## src/rtl/imem_dmem_arbiter.sv

```systemverilog
// Single-port memory arbiter for fetch (read-only) and the load/store unit.
// One transaction in flight; LSU has priority, with a starvation override for fetch.
module imem_dmem_arbiter #(
  parameter int XLEN       = 32,
  parameter int STARVE_MAX = 3,
  parameter int CNT_W      = 32
) (
  input  logic                clk_i,
  input  logic                rst_i,
  input  logic                if_req_i,
  input  logic [XLEN-1:0]     if_addr_i,
  output logic                if_gnt_o,
  output logic                if_rvalid_o,
  output logic [XLEN-1:0]     if_rdata_o,
  input  logic                ls_req_i,
  input  logic                ls_we_i,
  input  logic [XLEN-1:0]     ls_addr_i,
  input  logic [XLEN-1:0]     ls_wdata_i,
  input  logic [XLEN/8-1:0]   ls_be_i,
  output logic                ls_gnt_o,
  output logic                ls_rvalid_o,
  output logic [XLEN-1:0]     ls_rdata_o,
  output logic                mem_req_o,
  output logic                mem_we_o,
  output logic [XLEN-1:0]     mem_addr_o,
  output logic [XLEN-1:0]     mem_wdata_o,
  output logic [XLEN/8-1:0]   mem_be_o,
  input  logic                mem_gnt_i,
  input  logic                mem_rvalid_i,
  input  logic [XLEN-1:0]     mem_rdata_i,
  output logic [CNT_W-1:0]    if_stall_cnt_o,
  output logic [1:0]          dbg_state_o
);

  // Handshake: *_req is held until its *_gnt pulse; mem_req_o is held until
  // mem_gnt_i; every *_rvalid is a single-cycle pulse carrying its data.

  localparam int SW = (STARVE_MAX < 1) ? 1 : $clog2(STARVE_MAX + 1);
  localparam logic [SW-1:0] STARVE_TOP = SW'(STARVE_MAX);
  localparam int BW = XLEN / 8;

  typedef enum logic [1:0] {IDLE = 2'd0, REQ = 2'd1, WAIT = 2'd2} state_t;
  typedef enum logic [1:0] {OWN_NONE = 2'd0, OWN_IF = 2'd1, OWN_LS = 2'd2} owner_t;

  state_t            state_q, state_d;
  owner_t            owner_q;
  logic [SW-1:0]     starve_q;
  logic [CNT_W-1:0]  stall_q;
  logic              we_q;
  logic [XLEN-1:0]   addr_q;
  logic [XLEN-1:0]   wdata_q;
  logic [BW-1:0]     be_q;
  logic              if_win;
  logic              ls_win;
  logic              resp;

  always_comb begin
    state_d = state_q;
    if_win  = 1'b0;
    ls_win  = 1'b0;
    case (state_q)
      IDLE: begin
        // LSU wins unless fetch has already lost STARVE_MAX times in a row
        if (ls_req_i && !(if_req_i && starve_q == STARVE_TOP)) ls_win = 1'b1;
        else if (if_req_i) if_win = 1'b1;
        if (if_win || ls_win) state_d = REQ;
      end
      REQ:     if (mem_gnt_i) state_d = WAIT;
      WAIT:    if (mem_rvalid_i) state_d = IDLE;
      default: state_d = IDLE;
    endcase
  end

  always_comb begin
    resp        = (state_q == WAIT) && mem_rvalid_i && !rst_i;
    if_gnt_o    = if_win && !rst_i;
    ls_gnt_o    = ls_win && !rst_i;
    if_rvalid_o = resp && (owner_q == OWN_IF);
    ls_rvalid_o = resp && (owner_q == OWN_LS);
    if_rdata_o  = if_rvalid_o ? mem_rdata_i : '0;
    ls_rdata_o  = ls_rvalid_o ? mem_rdata_i : '0;
    mem_req_o   = (state_q == REQ);
    mem_we_o    = mem_req_o ? we_q : 1'b0;
    mem_addr_o  = mem_req_o ? addr_q : '0;
    mem_wdata_o = mem_req_o ? wdata_q : '0;
    mem_be_o    = mem_req_o ? be_q : '0;
    if_stall_cnt_o = stall_q;
    dbg_state_o    = state_q;
  end

  always_ff @(posedge clk_i) begin
    if (rst_i) begin
      state_q  <= IDLE;
      owner_q  <= OWN_NONE;
      starve_q <= '0;
      stall_q  <= '0;
      we_q     <= 1'b0;
      addr_q   <= '0;
      wdata_q  <= '0;
      be_q     <= '0;
    end else begin
      state_q <= state_d;
      if (if_win) begin
        owner_q <= OWN_IF;
        we_q    <= 1'b0;
        addr_q  <= if_addr_i;
        wdata_q <= '0;
        be_q    <= '1;
      end else if (ls_win) begin
        owner_q <= OWN_LS;
        we_q    <= ls_we_i;
        addr_q  <= ls_addr_i;
        wdata_q <= ls_wdata_i;
        be_q    <= ls_be_i;
      end else if (state_q == WAIT && mem_rvalid_i) begin
        owner_q <= OWN_NONE;
      end
      if (if_win) starve_q <= '0;
      else if (ls_win && if_req_i && starve_q < STARVE_TOP) starve_q <= starve_q + 1'b1;
      if (if_req_i && !if_win) stall_q <= stall_q + 1'b1;
    end
  end

endmodule

```

## config.mk

```make
export PLATFORM = sky130hd
export DESIGN_NAME = imem_dmem_arbiter
export DESIGN_NICKNAME = d
export VERILOG_FILES = /design/src/rtl/imem_dmem_arbiter.sv
export SDC_FILE = /design/constraint.sdc
export NUM_CORES = 1
export LEC_CHECK = 0
export CAP_MARGIN = 20
export CORE_MARGIN = 5
export CORE_UTILIZATION = 40
export CTS_BUF_LIST = sky130_fd_sc_hd__clkbuf_2 sky130_fd_sc_hd__clkbuf_4 sky130_fd_sc_hd__clkbuf_8
export DETAILED_ROUTE_END_ITERATION = 6
export GPL_TIMING_DRIVEN = 0
export PLACE_DENSITY = 0.88
export SLEW_MARGIN = 10
export SYNTH_ARGS = -nofsm -noshare
export SYNTH_HDL_FRONTEND = slang
export SYNTH_SLANG_ARGS = --single-unit
```

## constraint.sdc

```tcl
create_clock -name clk_i -period 2.5 [get_ports clk_i]
set_input_delay 0.5 -clock clk_i [delete_from_list [all_inputs] [get_ports clk_i]]
set_output_delay 0.5 -clock clk_i [all_outputs]
set_load 0.05 [all_outputs]
```

Word-level counts from Yosys, hierarchy flattened:

Cells that the tools add are included.

* bits in registers: 107
* input port bits: 139
* output and inout bits: 172
* logic and storage cells: 65

* $add $sub $neg: 2
* magnitude comparators: 1
* eq/ne operators: 8
* multiplexer cells: 24
* reduce and logical (&&, ||, !) cells: 21

Operators by type and width (count)
* $mux W32: 6
* $add A32 B1 Y32 const B: 1
* $mux W4: 3
* $logic_and A1 B1 Y1: 11
* $mux W2: 5
* $mux W1: 9
* $eq A2 B2 Y1 const B: 3
* $pmux W2 S3: 1
* $eq A2 B1 Y1 const B: 2
* $ne A2 B2 Y1 const B: 2
* $reduce_bool A2 Y1: 2
* $logic_not A1 Y1: 3
* $reduce_and A3 Y1: 1
* $reduce_bool A3 Y1: 1
* $add A2 B1 Y2 const B: 1
* $logic_not A2 Y1: 1
* $lt A2 B2 Y1 const B: 1
* $ne A2 B1 Y1 const B: 1
* $reduce_or A2 Y1: 1
* $logic_or A1 B1 Y1: 1

Depth between registers and ports, before layout:

* word-level depth: 9
* gate-level depth with buffers: 7

Worst setup path before layout:

No wires, ideal clock.

* kind: register to output
* start: register state_q[1] (netlist: dbg_state_o[1])
* end: output port if_rdata_o[22]
* arrival time: 2.554 ns
* data required time: 2.000 ns
* path slack: -0.554 ns
* cell stages (with the launch flop): 5
* buffers on the path: 1
* cells stage by stage: dfxtp_1 nand3b_1 nor4b_1 clkbuf_1 and2_1

* longest elaborated chain between the ends: 5

Ends and longest elaborated chain
* start, declared: RTL line 45 `state_t state_q, state_d;`
* start signal, assigned: RTL line 102 `state_q <= state_d;`
* $eq A2 B2 Y1: RTL line 75 `resp = (state_q == WAIT) && mem_rvalid_i && !rst_i;`
* $logic_and A1 B1 Y1 (2 in a row): RTL line 75
* $logic_and A1 B1 Y1: RTL line 78 `if_rvalid_o = resp && (owner_q == OWN_IF);`
* net if_rvalid_o: RTL line 13 `output logic if_rvalid_o,`
* $mux W32: RTL line 80 `if_rdata_o = if_rvalid_o ? mem_rdata_i : '0;`
* end, declared: RTL line 14 `output logic [XLEN-1:0] if_rdata_o,`

The timed path passes the listed nets, and every way through them passes these cells.

Worst setup path after layout:

* start: register state_q[0] (netlist: dbg_state_o[0])
* end: output port if_rdata_o[4]

* longest elaborated chain between the ends: 5

Ends and longest elaborated chain (RTL line)
* $eq A2 B2 Y1: 75
* $logic_and A1 B1 Y1 (2 in a row): 75
* $logic_and A1 B1 Y1: 78
* $mux W32: 80

Every way passes these cells.

==> results.cfg <==
[clocking]
clk_latency_ns = 0.39
clockRootBuffer = clkbuf_8
cts_sinks = 107
clk_pin_slew_ns = 0.11
numCtsBuffers = 9
cts_buffer_depth = 2
cts_tree = done
cts-htree-levels = 3

[die]
rows = 42
die_w_um = 127
die_h_um = 127
io-pin-count = 311
dieArea_sq_um = 16100
start_util_pct = 41.0
core-area_sq_um = 13300

[power]
p_sw_share_pct = 31.7
seqPwrFrac_pct = 45.5
internal_power_mw = 2.82
cellPowerDensity_nw_per_um2 = 428
vdd_ir_drop_max_v = 0.000229
p_leak_nw = 3.87
power_switching_mw = 1.31
p_clk_share_pct = 29.3
power_frac_comb_pct = 25.2

[timing]
max_freq_mhz = 387
worst_slew_pin_slew_ns = 0.771
rsz0062_at_grt = true
fin_worst_skew_ns = 0.0246
fin_crit_ns = 2.58
slew_violations = 0
setup_slack_ns = -0.0836
slew_headroom_pct = 48.1
final_hold_viol_count = 0
setup_viol = 55
period_share_pct = 103

[layout]
postLayoutCoreUtil_pct = 72.1
areaGrowthSynthToFinish_pct = 76.0
diodes = 0
final_common_cell = clkdlybuf4s50_1
layout-drive-gt1-share_pct = 26.2
final_cell_mix = clkdlybuf4s50_1, nand2_1, dfxtp_1
layout.nets = 1191

[routing]
first_pass_iters = 5
avgRoutedWirePerCell_um = 19.7
vias = 6481
routed_wl_mm = 24.2
final_antenna_net_count = 0
drc_errors = 0
vias_per_cell = 5.26
initialDrtViolationCount = 457

[critical_path]
r2r_cells = 8
timing.rr.start = dbg_state_o[0]
crit_chain = nand3b_1, buf_6, nor4b_4, buf_6, buf_8, and2_1, buf_6
worstSetupPathType = reg2out
cp-start-kind = flip-flop
arrival_ns = 2.08
cp_max_fo = 10
crit_path_frequent_cell = buf_6
cp_slowest_cell = dfxtp_4
r2r-end = addr_q[13]
worstSetupEndpointType = primary output
cp.required_ns = 2.00
cp_slowest_stage_delay_ns = 0.37
r2r_setup_slack_ns = 0.23

[synthesis]
synth_edf_count = 0
ys_seq_area_share_pct = 39.2
synth_fp_nets = 858
avgSynthCellArea_sq_um = 7.63
synth-seq-cells = 107
synth-main-ff-cell = dfxtp_1
yosysUniqueCellTypes = 46
synthesis.area_sq_um = 5470
async_reset_ff_share_pct = 0
yosysWarningCount = 0
synthCells = 717

[placed_design]
gp_congestion = 0.915
pre_cts_slack_ns = -0.964
numPortBuffers = 308
place_hpwl_mm = 17.2

[global_route]
grt_pass1_wl_mm = 34.7
grt_use_total_pct = 27.1
grt_overflow = 0
grt_pass1_vias = 6322
antenna_found_initial = 0
grt_max_degree = 19

[min_path]
min_to = wdata_q[17]
hold_path_depth = 2
min_path_type = reg2reg
hp-start = wdata_q[17]

[outcome]
violations = negative setup slack
run_status = complete, but fails checks

[run]
drv_cap = 0
-- critical path: cells and delay by family, from the launching register on --
kind / cells / cell delay, ns
buf+inv: 4 / 0.69
simple gates: 3 / 0.61
flops: 1 / 0.37
-- power by group through the flow --
stage | registers [mW] | clock network [mW] | logic [mW]
floorplan | 1.92 | 0 | 0.545
global placement | 1.91 | 0 | 1.01
detailed placement | 1.91 | 0 | 1.02
CTS | 1.87 | 1.23 | 1.03
global route | 1.89 | 1.30 | 1.12
finish | 1.88 | 1.21 | 1.04
-- stage by stage --
| stage | instances | hold slack [ns] | instance area, sq um | TNS (ns) | power [mW] |
|---|---|---|---|---|---|
| 6_report | 1231 | 0.457 | 9620 | -1.21 | 4.12 |
| 2_1_floorplan | 717 | 0.432 | 5500 | -1.52 | 2.46 |
| 3_3_place_gp | 1201 | 0.438 | 8800 | -150.58 | 2.92 |
| 5_1_grt | 1231 | 0.474 | 9620 | -6.45 | 4.31 |
| 4_1_cts | 1227 | 0.446 | 9470 | -1.44 | 4.14 |
| 3_5_place_dp | 1203 | 0.443 | 8830 | -76.75 | 2.94 |
-- area by class of cell --
| cell class | instances | area, sq um |
|---|---|---|
| fillers | 1014 | 3720 |
| repair buffers | 323 | 3410 |
| multi-input cells | 550 | 3280 |
| flip-flops and latches | 107 | 2150 |
| plain buffers | 54 | 315 |
| well taps | 176 | 220 |
| clock buffers | 9 | 124 |
| clock inverters | 7 | 97.6 |
| inverters | 5 | 18.8 |
-- kinds of logic after synthesis --
family,Yosys count,synth area share (%)
simple gates,421,39.4
fa+ha+maj,2,0.457
xor+xnor,7,1.12
buf+inv,60,4.46
compound gates,108,12.9
flops,107,39.2
mux,12,2.45
-- cell usage after synthesis (3+ instances only) --
cell type,number,area [sq um]
a21oi_1,51,255
o21ai_0,6,30.0
nor2_1,60,225
xnor2_1,3,26.3
nand4_1,12,75.1
o31ai_1,9,67.6
and2_1,133,832
nand3_1,8,40.0
nand2_1,143,537
buf_2,9,45.0
and4_1,4,35.0
inv_1,5,18.8
clkbuf_1,41,154
nor2b_1,13,81.3
or4_1,9,67.6
dfxtp_1,107,2140
or3_1,4,25.0
buf_1,4,15.0
xor2_1,4,35.0
and3_1,6,37.5
nor4_1,11,68.8
mux2_2,11,124
nor3_1,4,20.0
a311oi_1,30,263
-- layer usage --
| layer | global-route usage, % | vias to the layer above | wire (um) |
|---|---|---|---|
| li1 | - | 3105 | - |
| met1 | 34.2 | 3019 | 9470 |
| met2 | 45.1 | 311 | 12100 |
| met3 | 7.36 | 46 | 2000 |
| met4 | 8.45 | 0 | 634 |
| met5 | 0 | - | 0 |
-- registers in the layout, summed over array words and instances (netlist names) --
name            cells
addr_q             32
dbg_state_o         2
owner_q             2
wdata_q            32
if_stall_cnt_o     32
we_q                1
be_q                4
starve_q            2
-- worst max path at each step --
stage	start	endpoint	slack, ns	cells past startpoint
final	dbg_state_o[0]	if_rdata_o[4]	-0.08	7
after detailed placement	mem_rvalid_i	ls_rdata_o[2]	-0.96	7
after floorplan	dbg_state_o[0]	if_rdata_o[22]	-0.08	4
after global placement	mem_rvalid_i	ls_rdata_o[26]	-2.03	6
after global routing	dbg_state_o[0]	if_rdata_o[4]	-0.19	7
after CTS	dbg_state_o[0]	ls_rdata_o[19]	-0.08	7
-- what timing repair did --
item | in CTS | in global routing
pin swaps | 14 | 14
endpoints found under the setup margin | 138 | 135
cloned | 5 | 1
setup buffers | 4 | 5
hold buffers | 0 | 0
resized for setup | 750 | 179
(Power assumes the default switching activity.)
==> patch 1: new RTL, config.mk and constraints unchanged <==
Encoding of `owner_t`: now one-hot (3 bits for 3 values).
--- a/src/rtl/imem_dmem_arbiter.sv
+++ b/src/rtl/imem_dmem_arbiter.sv
@@ -41,5 +41,5 @@
 
   typedef enum logic [1:0] {IDLE = 2'd0, REQ = 2'd1, WAIT = 2'd2} state_t;
-  typedef enum logic [1:0] {OWN_NONE = 2'd0, OWN_IF = 2'd1, OWN_LS = 2'd2} owner_t;
+  typedef enum logic [2:0] {OWN_NONE = 3'b001, OWN_IF = 3'b010, OWN_LS = 3'b100} owner_t;
 
   state_t            state_q, state_d;
Behaviour: no difference found for any inputs over 4 cycles, from zero or initial values and one cycle with rst_i high; so few cycles prove little.
==> patch 1 against the unedited design <==
- area after synthesis down 1.9%
- power down 1.2%
- setup slack worse by 0.14 ns
- sequential cell count up 1
- critical path depth unchanged
- global-route usage up 0.41 points
- largest power group unchanged
- wire length down 4.3%
- the run still ends with setup timing left
- final area down 3.3%
==> patch 1: results (changes against the unedited design) <==
| Metric | Value |
|---|---|
| Crit Path Max Fanout | `5 (-5)` |
| Vias in the first global route | `6285 (-0.59%)` |
| First-pass GRT wire length | `34700 um (-0.16%)` |
| Post-synth top cells | `nand2_1, and2_1, dfxtp_1` |
| Synth cell types | `42 (-8.7%)` |
| Hpwl dp | `16500 um (-4.0%)` |
| Final worst clock skew | `0.0191 ns (-0.00557 ns)` |
| Failing checks | `setup timing` |
| Total GRT Usage | `27.5% (+0.41 points)` |
| Status | `complete, but fails checks` |
| Register area share after synthesis | `40.3% (+1.1 points)` |
| Wirelength, routed | `23200 um (-4.3%)` |
| Worst VDD drop | `250 uV (+8.8%)` |
| Largest net degree at the start of global routing | `20 (+1)` |
| FF-to-FF setup slack | `0.45 ns (+0.22 ns)` |
| Worst Reg-to-Reg Cells | `7 (-1)` |
| CP Data Arrival Time | `2.22 ns (+0.14 ns)` |
| Mapped Avg Cell Area | `7.79 um^2 (+2.1%)` |
| Slowest-stage cell, CP | `or3_4` |
| Via count | `6214 (-4.1%)` |
| PnR worst setup slack | `-0.225 ns (-0.141 ns)` |
| Synth Net Count | `830 (-3.3%)` |
| DP Cell Count | `1174 (-2.4%)` |
| Share of layout cells above drive strength 1 | `27.4% (+1.2 points)` |
| Final Wtd Congestion | `0.961 (+5.1%)` |
| Largest stage delay on the critical path | `0.39 ns (+0.02 ns)` |
| Setup violations, final | `67 (+22%)` |
| First DRT Iteration DRCs | `311 (-32%)` |
| Ranking of synthesized cells by area | `dfxtp_1, and2_1, nand2_1` |
-- patch 1: cell count changes after synthesis, sizes merged, moves of 4 or more --
cell    unedited run  this run
mux2              11         0
a21oi             51        40
clkbuf            41        33
nand2            143       150
xnor2              3        10
nor2b             13         1
xor2               4        18
nor2              61        68
nor4              11         4
o31ai              9         0
or4                9         1
nand3              8        12
-- patch 1: worst min-delay path by stage --
stage                               end  slack (ns)
3_5_place_dp   wdata_q[17]$_SDFFE_PP0P_        0.44
6_report       wdata_q[11]$_SDFFE_PP0P_        0.46
5_1_grt         wdata_q[8]$_SDFFE_PP0P_        0.47
4_1_cts        wdata_q[17]$_SDFFE_PP0P_        0.46
2_1_floorplan   wdata_q[0]$_SDFFE_PP0P_        0.43
3_3_place_gp    wdata_q[1]$_SDFFE_PP0P_        0.44
-- patch 1: power breakdown --
group	switching (mW)	internal, mW
logic	0.548	0.386
clock network	0.603	0.662
registers	0.0512	1.83
total	1.20	2.87
-- patch 1: metrics by stage --
| stage | hold slack, ns | instance area (um^2) | setup slack [ns] | power [mW] | setup TNS (ns) |
|---|---|---|---|---|---|
| floorplan | 0.432 | 5450 | -0.0280 | 2.39 | -0.0280 |
| global placement | 0.438 | 8770 | -1.16 | 2.83 | -104.30 |
| detailed placement | 0.443 | 8770 | -1.17 | 2.85 | -105.00 |
| CTS | 0.457 | 9450 | -0.259 | 4.10 | -14.52 |
| global route | 0.474 | 9300 | -0.337 | 4.23 | -17.48 |
| finish | 0.456 | 9310 | -0.225 | 4.07 | -10.37 |
-- patch 1: cell families (layout without fill, tap and decap cells) --
group | count (synthesis) | count (layout) | share of synthesized area, %
AND/OR/NAND/NOR | 410 | 410 | 39.1
XOR/XNOR | 28 | 28 | 4.57
flip-flops | 108 | 108 | 40.3
multiplexers | 1 | 1 | 0.187
adder cells (fa/ha/maj) | 2 | 2 | 0.466
AO/OA/AOI/OAI | 88 | 88 | 11.4
other | 0 | 7 | 0
buffers and inverters | 52 | 389 | 4.04
-- patch 1: cell type report --
type,count,area [um^2]
Multi-Input combinational cell,529,3190
Clock inverter,7,115
Antenna cell,7,17.5
Sequential cell,108,2170
Fill cell,1013,3880
Inverter,2,7.51
Buffer,47,254
Clock buffer,9,124
Tap cell,176,220
Timing Repair Buffer,324,3220
-- patch 1: routing by layer --
| metal | up-vias | GRT usage [%] | routed length, um |
|---|---|---|---|
| met5 | - | 0 | 0 |
| met3 | 61 | 5.63 | 1460 |
| li1 | 2958 | - | - |
| met2 | 254 | 50.3 | 11900 |
| met1 | 2941 | 30.1 | 8740 |
| met4 | 0 | 13.7 | 1160 |
-- patch 1: timing repair --
item                                    4_1_cts  5_1_grt
resized for setup                           880      115
buffers inserted                              7        1
endpoints found under the setup margin      138      133
pin swaps                                    44        3
gates cloned                                  7        0
==> patch 2: new RTL, config.mk and constraints unchanged <==
Without the edit above. `XLEN`: 32 -> 48.
--- a/src/rtl/imem_dmem_arbiter.sv
+++ b/src/rtl/imem_dmem_arbiter.sv
@@ -2,5 +2,5 @@
 // One transaction in flight; LSU has priority, with a starvation override for fetch.
 module imem_dmem_arbiter #(
-  parameter int XLEN       = 32,
+  parameter int XLEN       = 48,
   parameter int STARVE_MAX = 3,
   parameter int CNT_W      = 32
Interface: changed (10 resized); port bits go from 311 to 443. No check against the original RTL was run, so the function may have changed too.
==> patch 2 against the unedited design <==
- the run still ends with setup timing left
- wire length grew 40%
- synthesized cell count grew 25%
- sequential cell count grew 34
- register-to-register slack gained 0.05 ns
- first-iteration DRC count grew 5.5%
- area after synthesis grew 31%
- count of clock-buffer cells in the layout grew 12
- setup slack lost 0.0032 ns
- final area grew 35%
- fmax shrank 0.12%
- die area grew 29%
- power grew 43%
- global-route usage grew 3.5 points
- combinational power grew 47%
- largest cell class unchanged
==> patch 2: results (changes against the unedited design) <==
| Metric | Value |
|---|---|
| Vias in the first global route | `8177 (+29%)` |
| Final Non-Filler Cells | `1620 (+32%)` |
| FP Rows | `49 (+17%)` |
| Total GRT Usage | `30.6% (+3.5 points)` |
| Status | `complete, but fails checks` |
| Grt met3 use | `8.07% (+0.71 points)` |
| H-tree Lvls | `4 (+1)` |
| Clock-cell share of area | `3.09% (+0.78 points)` |
| Failing checks | `setup timing` |
| Setup WS pre-CTS | `-1.41 ns (-0.445 ns)` |
| Met2 Use GR | `56.9% (+12 points)` |
| Sequential share of power | `42.3% (-3.2 points)` |
| Share of layout cells above drive strength 1 | `27.8% (+1.7 points)` |
| Met1 Usage GRT | `31.7% (-2.6 points)` |
| FF-to-FF setup slack | `0.28 ns (+0.05 ns)` |
| Multi-input combinational area share | `32.6% (-1.5 points)` |
| PnR worst setup slack | `-0.0868 ns (-0.00320 ns)` |
| Largest stage delay on the critical path | `0.35 ns (-0.02 ns)` |
| First DRT Iteration DRCs | `482 (+5.5%)` |
| Multi-input logic area | `4240 um^2 (+29%)` |
| Routed len/inst | `21.0 um (+6.7%)` |
| Synth Area in XOR/XNOR | `0.732% (-0.39 points)` |
| Post-synth top cells | `and2_1, dfxtp_1, nand2_1` |
| Met1 WL | `11500 um (+22%)` |
| Actual slew at the worst max-slew pin | `0.804 ns (+0.0331 ns)` |
| Initial antenna violation count | `8 (+8)` |
| Worst VDD drop | `439 uV (+92%)` |
| Setup bufs post-CTS | `9 (+5)` |
| PortBufs | `440 (+43%)` |
| Crit Path Max Fanout | `6 (-4)` |
| Min-delay src | `if_req_i` |
| Ranking of synthesized cells by area | `dfxtp_1, and2_1, mux2i_1` |
| First-pass GRT wire length | `47800 um (+38%)` |
| Antenna diodes | `8 (+8)` |
| Bufs w/o clock | `532 (+41%)` |
| Final Wtd Congestion | `0.977 (+6.7%)` |
| NonClk Buf Share | `40.1% (+1.4 points)` |
| Synth cell types | `42 (-8.7%)` |
| Hold path endpoint | `starve_q[1]$_SDFFE_PP0P_` |
| DR top layer | `met5` |
| Synth Area in Adders | `0.349% (-0.11 points)` |
| Filler cell count | `1318 (+30%)` |
| Synth Net Count | `1102 (+28%)` |
| Clock transition at path regs | `0.08 ns (-0.03 ns)` |
| Hold Worst Slack | `0.419 ns (-0.0373 ns)` |
| Via count | `8487 (+31%)` |
| #MultiIn Comb | `675 (+23%)` |
| Synth Instances | `895 (+25%)` |
| # resized after CTS | `1300 (+73%)` |
| Overall Power | `5.89 mW (+43%)` |
| Placed Area | `11900 um^2 (+35%)` |
| Hold Path Class | `primary input to flip-flop` |
| NetSw | `1.85 mW (+41%)` |
| Setup violations, final | `82 (+49%)` |
| Cts bufs inserted | `17 (+8)` |
| Post-synthesis mux area share | `7.15% (+4.7 points)` |
[patch 2: changes by cell type after synthesis, moves of 20 or more]
cell	unedited run	this run
nand2_1	143	123
mux2i_1	1	49
dfxtp_1	107	141
a211oi_1	2	49
and2_1	133	200
a21oi_1	51	77
a311oi_1	30	0
[patch 2: worst max-delay path, delay by kind of cell, from the launching register on]
kind          cells  cell delay, ns
buf+inv           4            0.55
simple gates      3            0.72
flops             1            0.35
[patch 2: worst max path at each step]
stage                                      startpoint             end  slack [ns]  depth (start not counted)
final                     dbg_state_o[0]$_SDFFE_PP0P_  if_rdata_o[30]       -0.09                          7
after global routing      dbg_state_o[0]$_SDFFE_PP0P_  if_rdata_o[30]       -0.15                          7
after CTS                 dbg_state_o[0]$_SDFFE_PP0P_  ls_rdata_o[29]       -0.18                          7
after detailed placement                 mem_rvalid_i  ls_rdata_o[32]       -1.41                          7
after global placement                   mem_rvalid_i  ls_rdata_o[29]       -1.41                          7
after floorplan           dbg_state_o[0]$_SDFFE_PP0P_        ls_gnt_o       0.002                          4
